### src/rtl/axil_arb_pkg.sv
// Shared types and AXI constants for the AXI4-Lite request arbiter.
package axil_arb_pkg;

    typedef enum logic [2:0] {
        ST_IDLE,
        ST_WR,
        ST_WRESP,
        ST_RD,
        ST_RDATA,
        ST_RESP
    } arb_state_t;

    localparam logic [1:0] RESP_OKAY        = 2'b00;
    localparam logic [1:0] RESP_SLVERR      = 2'b10;
    localparam logic [2:0] AXI_PROT_DEFAULT = 3'b000;

endpackage

### src/rtl/rr_arbiter.sv
// Combinational round-robin pick: first requester after last_grant, wrapping.
module rr_arbiter #(
    parameter int unsigned NUM_REQ = 4,
    parameter int unsigned IDX_W   = 2
) (
    input  logic [NUM_REQ-1:0] req,
    input  logic [IDX_W-1:0]   last_grant,
    output logic [NUM_REQ-1:0] grant_c,
    output logic [IDX_W-1:0]   grant_idx_c,
    output logic               any_c
);

    // First pass covers indices above last_grant, second pass wraps to the rest.
    always_comb begin
        grant_c     = '0;
        grant_idx_c = '0;
        any_c       = 1'b0;
        for (int unsigned j = 0; j < NUM_REQ; j++) begin
            if (!any_c && req[j] && (IDX_W'(j) > last_grant)) begin
                any_c       = 1'b1;
                grant_c[j]  = 1'b1;
                grant_idx_c = IDX_W'(j);
            end
        end
        for (int unsigned j = 0; j < NUM_REQ; j++) begin
            if (!any_c && req[j] && (IDX_W'(j) <= last_grant)) begin
                any_c       = 1'b1;
                grant_c[j]  = 1'b1;
                grant_idx_c = IDX_W'(j);
            end
        end
    end

endmodule

### src/rtl/axil_req_arbiter.sv
// Round-robin sharing of one AXI4-Lite master port among NUM_REQ single-beat requesters.
// Optional per-phase timeout enabled by defining AXIL_ARB_TIMEOUT_EN.
module axil_req_arbiter
    import axil_arb_pkg::*;
#(
    parameter int unsigned NUM_REQ     = 4,
    parameter int unsigned ADDR_W      = 32,
    parameter int unsigned DATA_W      = 32,
    parameter int unsigned TIMEOUT_CYC = 1024
) (
    input  logic                          ACLK,
    input  logic                          ARESET,
    input  logic [NUM_REQ-1:0]            req_valid,
    input  logic [NUM_REQ-1:0]            req_we,
    input  logic [NUM_REQ*ADDR_W-1:0]     req_addr,
    input  logic [NUM_REQ*DATA_W-1:0]     req_wdata,
    input  logic [NUM_REQ*DATA_W/8-1:0]   req_wstrb,
    output logic [NUM_REQ-1:0]            req_ready,
    output logic [NUM_REQ-1:0]            rsp_valid,
    output logic [DATA_W-1:0]             rsp_rdata,
    output logic [1:0]                    rsp_resp,
    output logic                          busy,
    output logic [$clog2(NUM_REQ)-1:0]    grant_id,
    output logic                          timeout_err,
    output logic [ADDR_W-1:0]             m_axi_awaddr,
    output logic [2:0]                    m_axi_awprot,
    output logic                          m_axi_awvalid,
    input  logic                          m_axi_awready,
    output logic [DATA_W-1:0]             m_axi_wdata,
    output logic [DATA_W/8-1:0]           m_axi_wstrb,
    output logic                          m_axi_wvalid,
    input  logic                          m_axi_wready,
    input  logic [1:0]                    m_axi_bresp,
    input  logic                          m_axi_bvalid,
    output logic                          m_axi_bready,
    output logic [ADDR_W-1:0]             m_axi_araddr,
    output logic [2:0]                    m_axi_arprot,
    output logic                          m_axi_arvalid,
    input  logic                          m_axi_arready,
    input  logic [DATA_W-1:0]             m_axi_rdata,
    input  logic [1:0]                    m_axi_rresp,
    input  logic                          m_axi_rvalid,
    output logic                          m_axi_rready
);

    localparam int unsigned IDX_W  = $clog2(NUM_REQ);
    localparam int unsigned STRB_W = DATA_W / 8;
    localparam int unsigned CNT_W  = (TIMEOUT_CYC > 1) ? $clog2(TIMEOUT_CYC) : 1;

    arb_state_t          state;
    logic [IDX_W-1:0]    last_grant;
    logic [NUM_REQ-1:0]  grant_oh;
    logic [ADDR_W-1:0]   addr_q;
    logic [DATA_W-1:0]   wdata_q;
    logic [STRB_W-1:0]   wstrb_q;

    logic [NUM_REQ-1:0]  arb_grant_c;
    logic [IDX_W-1:0]    arb_idx_c;
    logic                arb_any_c;
    logic                sel_we_c;
    logic [ADDR_W-1:0]   sel_addr_c;
    logic [DATA_W-1:0]   sel_wdata_c;
    logic [STRB_W-1:0]   sel_wstrb_c;
    logic                in_phase_c;
    logic                phase_adv_c;
    logic                timeout_hit_c;
    logic                timeout_en;
    logic [CNT_W-1:0]    phase_cnt;

    rr_arbiter #(
        .NUM_REQ (NUM_REQ),
        .IDX_W   (IDX_W)
    ) u_rr (
        .req         (req_valid),
        .last_grant  (last_grant),
        .grant_c     (arb_grant_c),
        .grant_idx_c (arb_idx_c),
        .any_c       (arb_any_c)
    );

    // Mux the winning requester's fields.
    always_comb begin
        sel_we_c    = 1'b0;
        sel_addr_c  = '0;
        sel_wdata_c = '0;
        sel_wstrb_c = '0;
        for (int unsigned j = 0; j < NUM_REQ; j++) begin
            if (arb_grant_c[j]) begin
                sel_we_c    = req_we[j];
                sel_addr_c  = req_addr[j*ADDR_W +: ADDR_W];
                sel_wdata_c = req_wdata[j*DATA_W +: DATA_W];
                sel_wstrb_c = req_wstrb[j*STRB_W +: STRB_W];
            end
        end
    end

    // Phase completion: the handshake that moves the FSM out of a bus-waiting state.
    always_comb begin
        in_phase_c  = 1'b0;
        phase_adv_c = 1'b0;
        case (state)
            ST_WR: begin
                in_phase_c  = 1'b1;
                phase_adv_c = (!m_axi_awvalid || m_axi_awready) && (!m_axi_wvalid || m_axi_wready);
            end
            ST_WRESP: begin
                in_phase_c  = 1'b1;
                phase_adv_c = m_axi_bvalid;
            end
            ST_RD: begin
                in_phase_c  = 1'b1;
                phase_adv_c = m_axi_arready;
            end
            ST_RDATA: begin
                in_phase_c  = 1'b1;
                phase_adv_c = m_axi_rvalid;
            end
            default: begin
                in_phase_c  = 1'b0;
                phase_adv_c = 1'b0;
            end
        endcase
    end

`ifdef AXIL_ARB_TIMEOUT_EN
    assign timeout_en = 1'b1;

    always_ff @(posedge ACLK) begin
        if (ARESET || !in_phase_c || phase_adv_c) begin
            phase_cnt <= '0;
        end else begin
            phase_cnt <= phase_cnt + 1'b1;
        end
    end
`else
    assign timeout_en = 1'b0;
    assign phase_cnt  = '0;
`endif

    // A completing handshake always wins over a same-cycle timeout.
    assign timeout_hit_c = timeout_en && in_phase_c && !phase_adv_c &&
                           (phase_cnt == CNT_W'(TIMEOUT_CYC - 1));

    assign m_axi_awaddr = addr_q;
    assign m_axi_araddr = addr_q;
    assign m_axi_wdata  = wdata_q;
    assign m_axi_wstrb  = wstrb_q;
    assign m_axi_awprot = AXI_PROT_DEFAULT;
    assign m_axi_arprot = AXI_PROT_DEFAULT;

    always_ff @(posedge ACLK) begin
        if (ARESET) begin
            state         <= ST_IDLE;
            last_grant    <= IDX_W'(NUM_REQ - 1);
            grant_oh      <= '0;
            addr_q        <= '0;
            wdata_q       <= '0;
            wstrb_q       <= '0;
            req_ready     <= '0;
            rsp_valid     <= '0;
            rsp_rdata     <= '0;
            rsp_resp      <= RESP_OKAY;
            busy          <= 1'b0;
            grant_id      <= '0;
            timeout_err   <= 1'b0;
            m_axi_awvalid <= 1'b0;
            m_axi_wvalid  <= 1'b0;
            m_axi_bready  <= 1'b0;
            m_axi_arvalid <= 1'b0;
            m_axi_rready  <= 1'b0;
        end else begin
            req_ready <= '0;
            rsp_valid <= '0;
            case (state)
                ST_IDLE: begin
                    if (arb_any_c) begin
                        req_ready <= arb_grant_c;
                        grant_oh  <= arb_grant_c;
                        grant_id  <= arb_idx_c;
                        addr_q    <= sel_addr_c;
                        wdata_q   <= sel_wdata_c;
                        wstrb_q   <= sel_wstrb_c;
                        busy      <= 1'b1;
                        if (sel_we_c) begin
                            m_axi_awvalid <= 1'b1;
                            m_axi_wvalid  <= 1'b1;
                            state         <= ST_WR;
                        end else begin
                            m_axi_arvalid <= 1'b1;
                            state         <= ST_RD;
                        end
                    end
                end
                ST_WR: begin
                    if (phase_adv_c) begin
                        m_axi_awvalid <= 1'b0;
                        m_axi_wvalid  <= 1'b0;
                        m_axi_bready  <= 1'b1;
                        state         <= ST_WRESP;
                    end else begin
                        if (m_axi_awready) m_axi_awvalid <= 1'b0;
                        if (m_axi_wready)  m_axi_wvalid  <= 1'b0;
                    end
                end
                ST_WRESP: begin
                    if (m_axi_bvalid) begin
                        m_axi_bready <= 1'b0;
                        rsp_resp     <= m_axi_bresp;
                        rsp_rdata    <= '0;
                        rsp_valid    <= grant_oh;
                        state        <= ST_RESP;
                    end
                end
                ST_RD: begin
                    if (m_axi_arready) begin
                        m_axi_arvalid <= 1'b0;
                        m_axi_rready  <= 1'b1;
                        state         <= ST_RDATA;
                    end
                end
                ST_RDATA: begin
                    if (m_axi_rvalid) begin
                        m_axi_rready <= 1'b0;
                        rsp_rdata    <= m_axi_rdata;
                        rsp_resp     <= m_axi_rresp;
                        rsp_valid    <= grant_oh;
                        state        <= ST_RESP;
                    end
                end
                ST_RESP: begin
                    last_grant <= grant_id;
                    busy       <= 1'b0;
                    state      <= ST_IDLE;
                end
                default: begin
                    busy  <= 1'b0;
                    state <= ST_IDLE;
                end
            endcase
            // Timeout abandons the bus phase and reports SLVERR to the requester.
            if (timeout_hit_c) begin
                m_axi_awvalid <= 1'b0;
                m_axi_wvalid  <= 1'b0;
                m_axi_bready  <= 1'b0;
                m_axi_arvalid <= 1'b0;
                m_axi_rready  <= 1'b0;
                rsp_resp      <= RESP_SLVERR;
                rsp_rdata     <= '0;
                rsp_valid     <= grant_oh;
                timeout_err   <= 1'b1;
                state         <= ST_RESP;
            end
        end
    end

endmodule

### config.mk
export PLATFORM = sky130hd
export DESIGN_NAME = axil_req_arbiter
export DESIGN_NICKNAME = d
export VERILOG_FILES = /design/src/rtl/axil_arb_pkg.sv /design/src/rtl/rr_arbiter.sv /design/src/rtl/axil_req_arbiter.sv
export SDC_FILE = /design/constraint.sdc
export NUM_CORES = 1
export LEC_CHECK = 0
export ABC_AREA = 1
export CORE_AREA = 2 2 186 188
export CTS_CLUSTER_SIZE = 40
export DETAILED_ROUTE_END_ITERATION = 8
export DIE_AREA = 0 0 188 190
export MAX_ROUTING_LAYER = met4
export PLACE_DENSITY = 0.64
export SYNTH_ARGS = -nofsm -noshare
export SYNTH_HDL_FRONTEND = slang
export SYNTH_HIERARCHICAL = 1
export SYNTH_SLANG_ARGS = --single-unit
### constraint.sdc
create_clock -name ACLK -period 3.35 [get_ports ACLK]
set_input_delay 0.5025 -clock ACLK [delete_from_list [all_inputs] [get_ports ACLK]]
set_output_delay 0.5025 -clock ACLK [all_outputs]
set_load 0.02 [all_outputs]
==> results.md, run 1 <==
Clock tree:
- Clock-pin slew was measured on the worst setup and hold paths at about 0.070 ns.
- The number of gates resized after cts is 0.
- The clock net sink count is 127.
- The number of hold buffers added after CTS was 0.
- The number of clock buffers inserted by TritonCTS is 17.
- The root buffer cell is sky130_fd_sc_hd__clkbuf_16.
- TritonCTS built the clock tree.
- The maximum root-to-sink buffer count is 2.
- The H-tree was split into 4 levels.
- Buffers added to address setup during post-CTS repair amount to 0.
- Clock latency on the worst-skew pair, taken at its later pin, is 0.42 ns.

Power and ir drop:
- After layout, the design draws a total of 9.384 mW.
- The cell area power density is 747.6 mW/mm2.
- For this design the static power due to leakage is 4.730 nW.
- Across the VDD grid, the largest voltage drop is ~0.0005 V.

Min path:
- The class of the most critical hold timing path is reg2reg.
- The number of instances on the worst hold path is 2.
- The hold path endpoint is rsp_valid[0]$_SDFF_PP0_.
- The worst hold path startpoint is grant_oh[0]$_SDFFE_PP0P_.

Die:
- The initial utilization of the core area, before any placement, comes to 0.2110.
- During I/O placement, the number of pins put on the boundary was between 400 and 500.
- The core region is between 0.03 and 0.04 mm2.
- The die is 188 um wide.
- The die is roughly 190 um tall.
- Row generation in the floorplan step produced 68 rows.
- The floorplan step defined a die boundary enclosing 0.03572 mm2.

Cells and area:
- Fill cells in the final layout number 3476.
- The relative area change from synthesis to final layout is 75.28%.
- The library cells used most frequently in the layout, excluding fill and tap cells, are 471 x sky130_fd_sc_hd__clkdlybuf4s50_1, 227 x sky130_fd_sc_hd__a21oi_1, 182 x sky130_fd_sc_hd__nand2_1, 127 x sky130_fd_sc_hd__dfxtp_1, 69 x sky130_fd_sc_hd__o211ai_1.
- In the final layout, the multi-input gates occupy 0.003807 mm2.
- After routing the design area is roughly 0.013 mm2.
- The layout cell share with drive strength beyond 1 is 0.08671.
- For this run, the post-layout net count is 1694.
- The area taken by flip-flops and latches is 0.002542 mm2.
- The most common cell after layout, fill and taps aside is sky130_fd_sc_hd__clkdlybuf4s50_1.

Critical path:
- STA puts the critical path data required time at 3.70 ns.
- The maximum fanout encountered on the critical timing path is 36.
- The arrival time of data at the critical path endpoint is 2.86 ns.
- The worst setup path is captured at a flop.
- The worst register-to-register path ends at m_axi_wdata[8]$_SDFFE_PP0P_.
- In this run the register-to-register setup slack is 1.00 ns.
- Counting cells, the worst reg-to-reg path comes to 12.
- The setup path with the least slack is of type in2reg.
- In this run the critical register-to-register path is launched from last_grant[1]$_SDFFE_PP1N_.
- The kind of start point of the critical path is an input pin.

STA:
- Setup repair after global routing left no endpoint under its margin.
- The worst path in the final design needs a cycle of 2.510 ns, including I/O delays and setup.
- Of the available clock period, the critical path in the final layout requires 0.7492.
- Clock skew on the completed layout was measured at 0.01372 ns.
- The transition time at the pin with the least slew margin is 0.7866 ns.
- The final count of hold timing violations is 0.
- Headroom to the max-slew limit came out at 0.4756.
- The total negative slack for setup checks is 0 ns.
- The final hold slack is roughly 0.45 ns.
- The final-report setup violation count is 0.
- The final-report max-slew violation count is 0.
- Timing would allow up to 398.4 MHz.

Job:
- Max-cap violations in this run came to 0.

Route:
- The final layout contains routed wiring with a total length of about 33 mm.
- The vias per cell is around 4.6.
- The total via count in the routed design is 8548.
- In the final routed layout, each cell accounts on average for 18.07 um.
- The number of detailed-routing iterations run before antenna repair is 5.
- In this run the remaining antenna-violating nets after routing total 0.
- After detailed routing, the number of remaining DRC violations is 0.
- The initial DRC count is 399.

Placed design:
- The weighted congestion reported at the end of routability-driven placement is 0.9208.
- Detailed placement ended at an HPWL of 25.05 mm.
- The post-detailed-placement cell area is about 0.012 mm2.
- The count of input and output buffers is 472.

Synth:
- The share of the Yosys chip area taken by registers is 0.3550.
- The synthesized netlist occupies a cell area of 0.007162 mm2.
- For this run, the number of Yosys warnings is 6.
- The synthesis-stage register bit count is 127.
- A synthesized cell averages 7.301 um2.
- Counting distinct cell types in the post-synthesis netlist gives 37.
- The number of cells produced by synthesis is around 980.

Global route:
- The first-pass GRT wire length is ~50 mm.
- The number of global-route vias before repair is 8344.
- After global routing the overflow that remains totals 0.
- The number of antenna violations at the first check in global routing is 2.
- For this run, the total global-route usage over all layers was measured as 0.1826.
- Entering global routing, the biggest net connects 76 pins.

Outcome:
- The run finished with clean final reports.
final cells by class:
type	count	share of cell area
Timing Repair Buffer	488	0.3895
Multi-Input combinational cell	709	0.3033
Sequential cell	127	0.2025
Tap cell	455	0.04535
Clock buffer	17	0.03389
Clock inverter	15	0.01585
Inverter	28	0.009170
Antenna cell	2	0.0003987
cells in the mapped netlist, drive strengths merged:
master	instances	area share
a21oi	247	0.18
a31oi	2	0.0017
buf	86	0.085
clkbuf	37	0.019
clkinv	2	0.0017
conb	1	0.00052
dfxtp	127	0.35
inv	26	0.014
nand2	210	0.14
nand3	49	0.039
nand4	5	0.0052
nor2	35	0.025
nor3	2	0.0014
o211a	1	0.0014
o211ai	69	0.072
o21a	1	0.0010
o21ai	76	0.053
o22ai	4	0.0035
or2	1	0.00087
registers in the layout (all words and copies together), names as in the netlist, 2 cells and up:
register      count
grant_id          2
grant_oh          4
last_grant        2
m_axi_araddr     32
m_axi_wdata      32
m_axi_wstrb       4
req_ready         4
rsp_rdata        32
rsp_resp          2
rsp_valid         4
state             3
worst max path at each step:
stage / startpoint / end / slack [ns] / cells after the start
global placement: req_valid[2] / m_axi_awvalid$_SDFFE_PP0P_ / 0.48 / 16
floorplan: req_valid[2] / m_axi_araddr[5]$_SDFFE_PP0P_ / 1.43 / 12
global route: req_valid[2] / m_axi_awvalid$_SDFFE_PP0P_ / 0.67 / 16
CTS: req_valid[2] / m_axi_wdata[8]$_SDFFE_PP0P_ / 0.88 / 12
detailed placement: req_valid[1] / m_axi_wdata[8]$_SDFFE_PP0P_ / 0.42 / 12
finish: req_valid[2] / m_axi_wdata[8]$_SDFFE_PP0P_ / 0.84 / 12
report_power, final:
group,leakage [nW],total [mW],switching [mW],internal (mW)
Sequential,1.04,2.41,0.403,2.01
Clock,0.303,2.01,0.809,1.20
Combinational,3.39,4.96,2.82,2.15
per-stage QoR:
stage | util | setup slack, ns | instances
2_1_floorplan | - | 1.426 | 987
3_3_place_gp | 0.3512 | 0.4845 | 1807
3_5_place_dp | 0.3512 | 0.4215 | 1807
4_1_cts | 0.3696 | 0.8759 | 1839
5_1_grt | 0.3698 | 0.6676 | 1841
6_report | 0.3698 | 0.8401 | 1841
metal layers:
layer / vias up / global-route usage / wire, um
li1: 4140 / - / -
met4: 0 / 0.05209 / 630
met5: - / - / 0
met1: 3995 / 0.2039 / 13280
met3: 32 / 0.05497 / 2509
met2: 381 / 0.3154 / 16850
cell families (layout without fill, tap and decap cells):
group / after synthesis / count (layout) / synth area share
AO/OA/AOI/OAI: 400 / 400 / 0.3162
AND/OR/NAND/NOR: 302 / 302 / 0.2075
other: 1 / 9 / 0.0005236
buffers and inverters: 151 / 548 / 0.1207
flip-flops: 127 / 127 / 0.3550
worst max-delay path: stages:
cell and delay [ns]:
sky130_fd_sc_hd__clkdlybuf4s50_1 0.55, sky130_fd_sc_hd__nand2_2 0.13, sky130_fd_sc_hd__nand3_2 0.13, sky130_fd_sc_hd__nor2_4 0.05
sky130_fd_sc_hd__nand4_2 0.13, sky130_fd_sc_hd__nand3_1 0.10, sky130_fd_sc_hd__inv_1 0.14, sky130_fd_sc_hd__nor2_4 0.07
sky130_fd_sc_hd__inv_2 0.51, sky130_fd_sc_hd__buf_12 0.28, sky130_fd_sc_hd__a21oi_1 0.08, sky130_fd_sc_hd__a21oi_1 0.15
Power figures use the tool's default switching activity.
==> run 2, diff against run 1 <==
CORE_AREA = 2 2 188 190   (was 2 2 186 188)
DIE_AREA = 0 0 190 192   (was 0 0 188 190)
PLACE_DENSITY = 0.63   (was 0.64)
clock period = 2.4 ns   (was 3.35 ns; I/O delays follow)
==> results.md, run 2 (same netlist as run 1, synthesis figures left out) <==
Outcome:
- The flow ran to the end, and the final reports show no timing, DRC or antenna violations.

Power and ir drop:
- The analysis attributes to cell leakage a power of roughly 4.9 nW.
- In this run the power spent charging and discharging nets is between 5 and 6 mW.
- The combinational group share of total power is 0.555.
- The share of total power in sequential cells is 0.253.
- The peak supply drop is 0.0004601 V.
- The share of total power dissipated in the clock network is 0.192.
- The switching share of power is 0.4298.
- Internal power comes to 7.630 mW.
- For this design the ratio of total power to cell area is a little over 1000 mW/mm2.

Cells and area:
- The most common cell after layout, fill and taps aside is sky130_fd_sc_hd__clkdlybuf4s50_1.
- The post-route non-filler standard cell count is 1885.
- For this run, the post-layout net count is approximately 1700.
- Of the cells placed in the final design, the portion with a size suffix greater than 1 is 0.1117.
- The area of the multi-input gates is 0.003802 mm2.
- The relative area change from synthesis to final layout is 80.33%.
- The fill cell instance count of the final layout is 3503.
- Leaving out fill and tap cells, the most frequent cells in the layout are 471 x sky130_fd_sc_hd__clkdlybuf4s50_1, 227 x sky130_fd_sc_hd__a21oi_1, 182 x sky130_fd_sc_hd__nand2_1, 127 x sky130_fd_sc_hd__dfxtp_1, 69 x sky130_fd_sc_hd__o211ai_1.
- The sequential cells in the finished layout cover a total of 0.002542 mm2.

Critical path:
- The kind of start point of the critical path is a flop.
- The worst reg2reg path endpoint is m_axi_araddr[19]$_SDFFE_PP0P_.
- The worst-case reg-to-reg path depth is 11.
- The delay of the slowest cell on the worst path is 0.42 ns.
- Data on the critical path is required at its endpoint by 2.76 ns.
- STA classifies the critical path endpoint as a flop.
- Setup slack on the worst reg-to-reg path comes out at 0.33 ns.
- The cell with the largest stage delay on the worst path is sky130_fd_sc_hd__buf_4.
- The setup path with the least slack is of type reg2reg.
- The maximum fanout encountered on the critical timing path is 36.
- The critical path goes through nand2_1 > nand2_2 > nand3_2 > nor2_4 > nand3_2 > o21ai_4 > buf_4 > a21oi_1 > nand2_1 > o211ai_1 > a21oi_1.
- For the worst setup path, the data arrival time is 2.43 ns.
- The origin of the critical flop-to-flop path is last_grant[1]$_SDFFE_PP1N_.

Placed design:
- The count of input and output buffers is 472.
- Timing analysis after detailed placement gives a worst setup slack of -0.08146 ns.
- The wire-length estimate of the detail-placed layout is 26.89 mm.
- The number of placed instances with taps included is 1847.
- The congestion estimate from routability-driven global placement came to around 0.95.

Clock tree:
- In this run the post-CTS setup repair buffer count came out at 0.
- The clock transition at the registers of the reported paths is 0.07 ns.
- After clock tree synthesis, the flow added hold-fix buffers numbering 0.
- The number of clock buffers inserted by TritonCTS is 17.
- At the later pin of the worst-skew pair, clock insertion delay measures 0.43 ns.
- The maximum root-to-sink buffer count is 2.
- The root buffer cell is sky130_fd_sc_hd__clkbuf_16.
- The maximum level of the CTS H-tree is 4.
- The clock tree from TritonCTS is done.
- CTS saw 127 sinks.
- In this run, post-CTS repair resized a total of 0 instances.

STA:
- Setup slack closes at 0.3274 ns.
- The final count of hold timing violations came to 0.
- Dividing the final minimum period by the clock period gives 0.8636.
- Setup repair after global routing left no endpoint under its margin.
- For the final routed database, the setup TNS stands at 0 ns.
- The final-report setup violation count is 0.
- The final-report max-slew violation count was 0.
- Derived from the worst setup path, the maximum achievable clock frequency is between 400 and 500 MHz.
- For the finished layout, the period the worst path requires is 2.073 ns.
- The setup skew after layout is 0.01226 ns.
- The transition time at the pin with the least slew margin is 0.5425 ns.
- In this run the tightest slew margin relative to its limit is 0.6384.

Die:
- The die is 190 um wide.
- The core area is between 0.03 and 0.04 mm2.
- The cell row count is 68.
- The starting density of the core is 0.2089.
- The die area is 0.03648 mm2.
- During I/O placement, the number of pins put on the boundary was 480.
- The y dimension of the die is 192 um.

Route:
- In this run the remaining antenna-violating nets after routing total 0.
- The initial DRC count is 415.
- Dividing the detail-routed wire length by the instance count gives 18.84 um.
- The first detailed-routing pass ran for 5 iterations.
- For this run, design rule violations remaining after detail routing come to 0.
- The overall routed net length is approximately 36 mm.
- In the routed layout, each cell is associated on average with a via count of 4.594.
- The total via count in the routed design is 8660.

Min path:
- The hold path endpoint is last_grant[0]$_SDFFE_PP1N_.
- In this run the worst hold path is classified as in2reg.
- The startpoint identified for the worst hold timing path is ARESET.
- The worst hold path passes through 4 cells.

Global route:
- For this run the aggregate overflow at the end of global routing stands at 0.
- The number of antenna violations at the first check in global routing was 6.
- The pin count of the biggest net entering global routing is 84.
- The first global-routing pass estimated between 50 and 60 mm of wire.
- The number of global-route vias before repair is 8650.
- The aggregate global-route resource usage is 0.1900.

Job:
- The reported max-cap violation count is 0.
[run 2: cell types whose count changed in the layout (fill, tap and decap cells not counted), moves of 3 or more]
cell | previous run | this run
sky130_fd_sc_hd__buf_4 | 12 | 43
sky130_fd_sc_hd__buf_12 | 4 | 13
sky130_fd_sc_hd__diode_2 | 2 | 6
sky130_fd_sc_hd__inv_8 | 4 | 0
sky130_fd_sc_hd__clkinv_4 | 1 | 4
sky130_fd_sc_hd__inv_6 | 5 | 2
[run 2: metrics by stage]
stage / cell area (um2) / utilization / power, mW / hold WS [ns]
2_1_floorplan: 7184 / - / 7.586 / 0.4318
3_3_place_gp: 12330 / 0.3597 / 10.81 / 0.4504
3_5_place_dp: 12330 / 0.3597 / 10.90 / 0.4562
4_1_cts: 12900 / 0.3762 / 13.55 / 0.4241
5_1_grt: 12910 / 0.3766 / 14.21 / 0.4732
6_report: 12910 / 0.3767 / 13.38 / 0.4489
[run 2: layer usage]
metal | share of wire | GRT usage | vias to the layer above | wire, um
li1 | - | - | 4230 | -
met1 | 0.41 | 0.2195 | 4004 | 14540
met2 | 0.50 | 0.3203 | 386 | 17680
met3 | 0.077 | 0.05555 | 40 | 2721
met4 | 0.016 | 0.05337 | 0 | 578
met5 | 0 | - | - | 0
[run 2: power by group through the flow]
stage	sequential [mW]	clock, mW	combinational [mW]
2_1_floorplan	4.00	0	3.58
3_3_place_gp	3.41	0	7.40
3_5_place_dp	3.42	0	7.47
4_1_cts	3.39	2.66	7.49
5_1_grt	3.47	2.73	8.00
6_report	3.39	2.57	7.42
[run 2: worst max-delay path by stage]
| stage | startpoint | to | cells past startpoint |
|---|---|---|---|
| 6_report | last_grant[1]$_SDFFE_PP1N_ | m_axi_araddr[19]$_SDFFE_PP0P_ | 11 |
| 5_1_grt | last_grant[1]$_SDFFE_PP1N_ | m_axi_araddr[19]$_SDFFE_PP0P_ | 11 |
| 4_1_cts | last_grant[1]$_SDFFE_PP1N_ | m_axi_wdata[22]$_SDFFE_PP0P_ | 13 |
| 3_5_place_dp | req_valid[3] | m_axi_wdata[22]$_SDFFE_PP0P_ | 13 |
| 3_3_place_gp | req_valid[3] | m_axi_araddr[12]$_SDFFE_PP0P_ | 13 |
| 2_1_floorplan | last_grant[1]$_SDFFE_PP1N_ | m_axi_araddr[5]$_SDFFE_PP0P_ | 13 |
[run 2: final cells by class]
type,instances,share of cell area
timing repair buffer,528,0.4106
multi-input combinational,709,0.2944
sequential,127,0.1969
tap,455,0.04408
clock buffer,20,0.03536
inverter,28,0.008913
clock inverter,12,0.008622
antenna,6,0.001163
[run 2: critical path: cells and delay by family, from the launching register on]
kind	cells	cell delay, ns
AO/OA/AOI/OAI	4	0.56
AND/OR/NAND/NOR	6	0.61
flip-flops	1	0.37
buffers and inverters	1	0.42
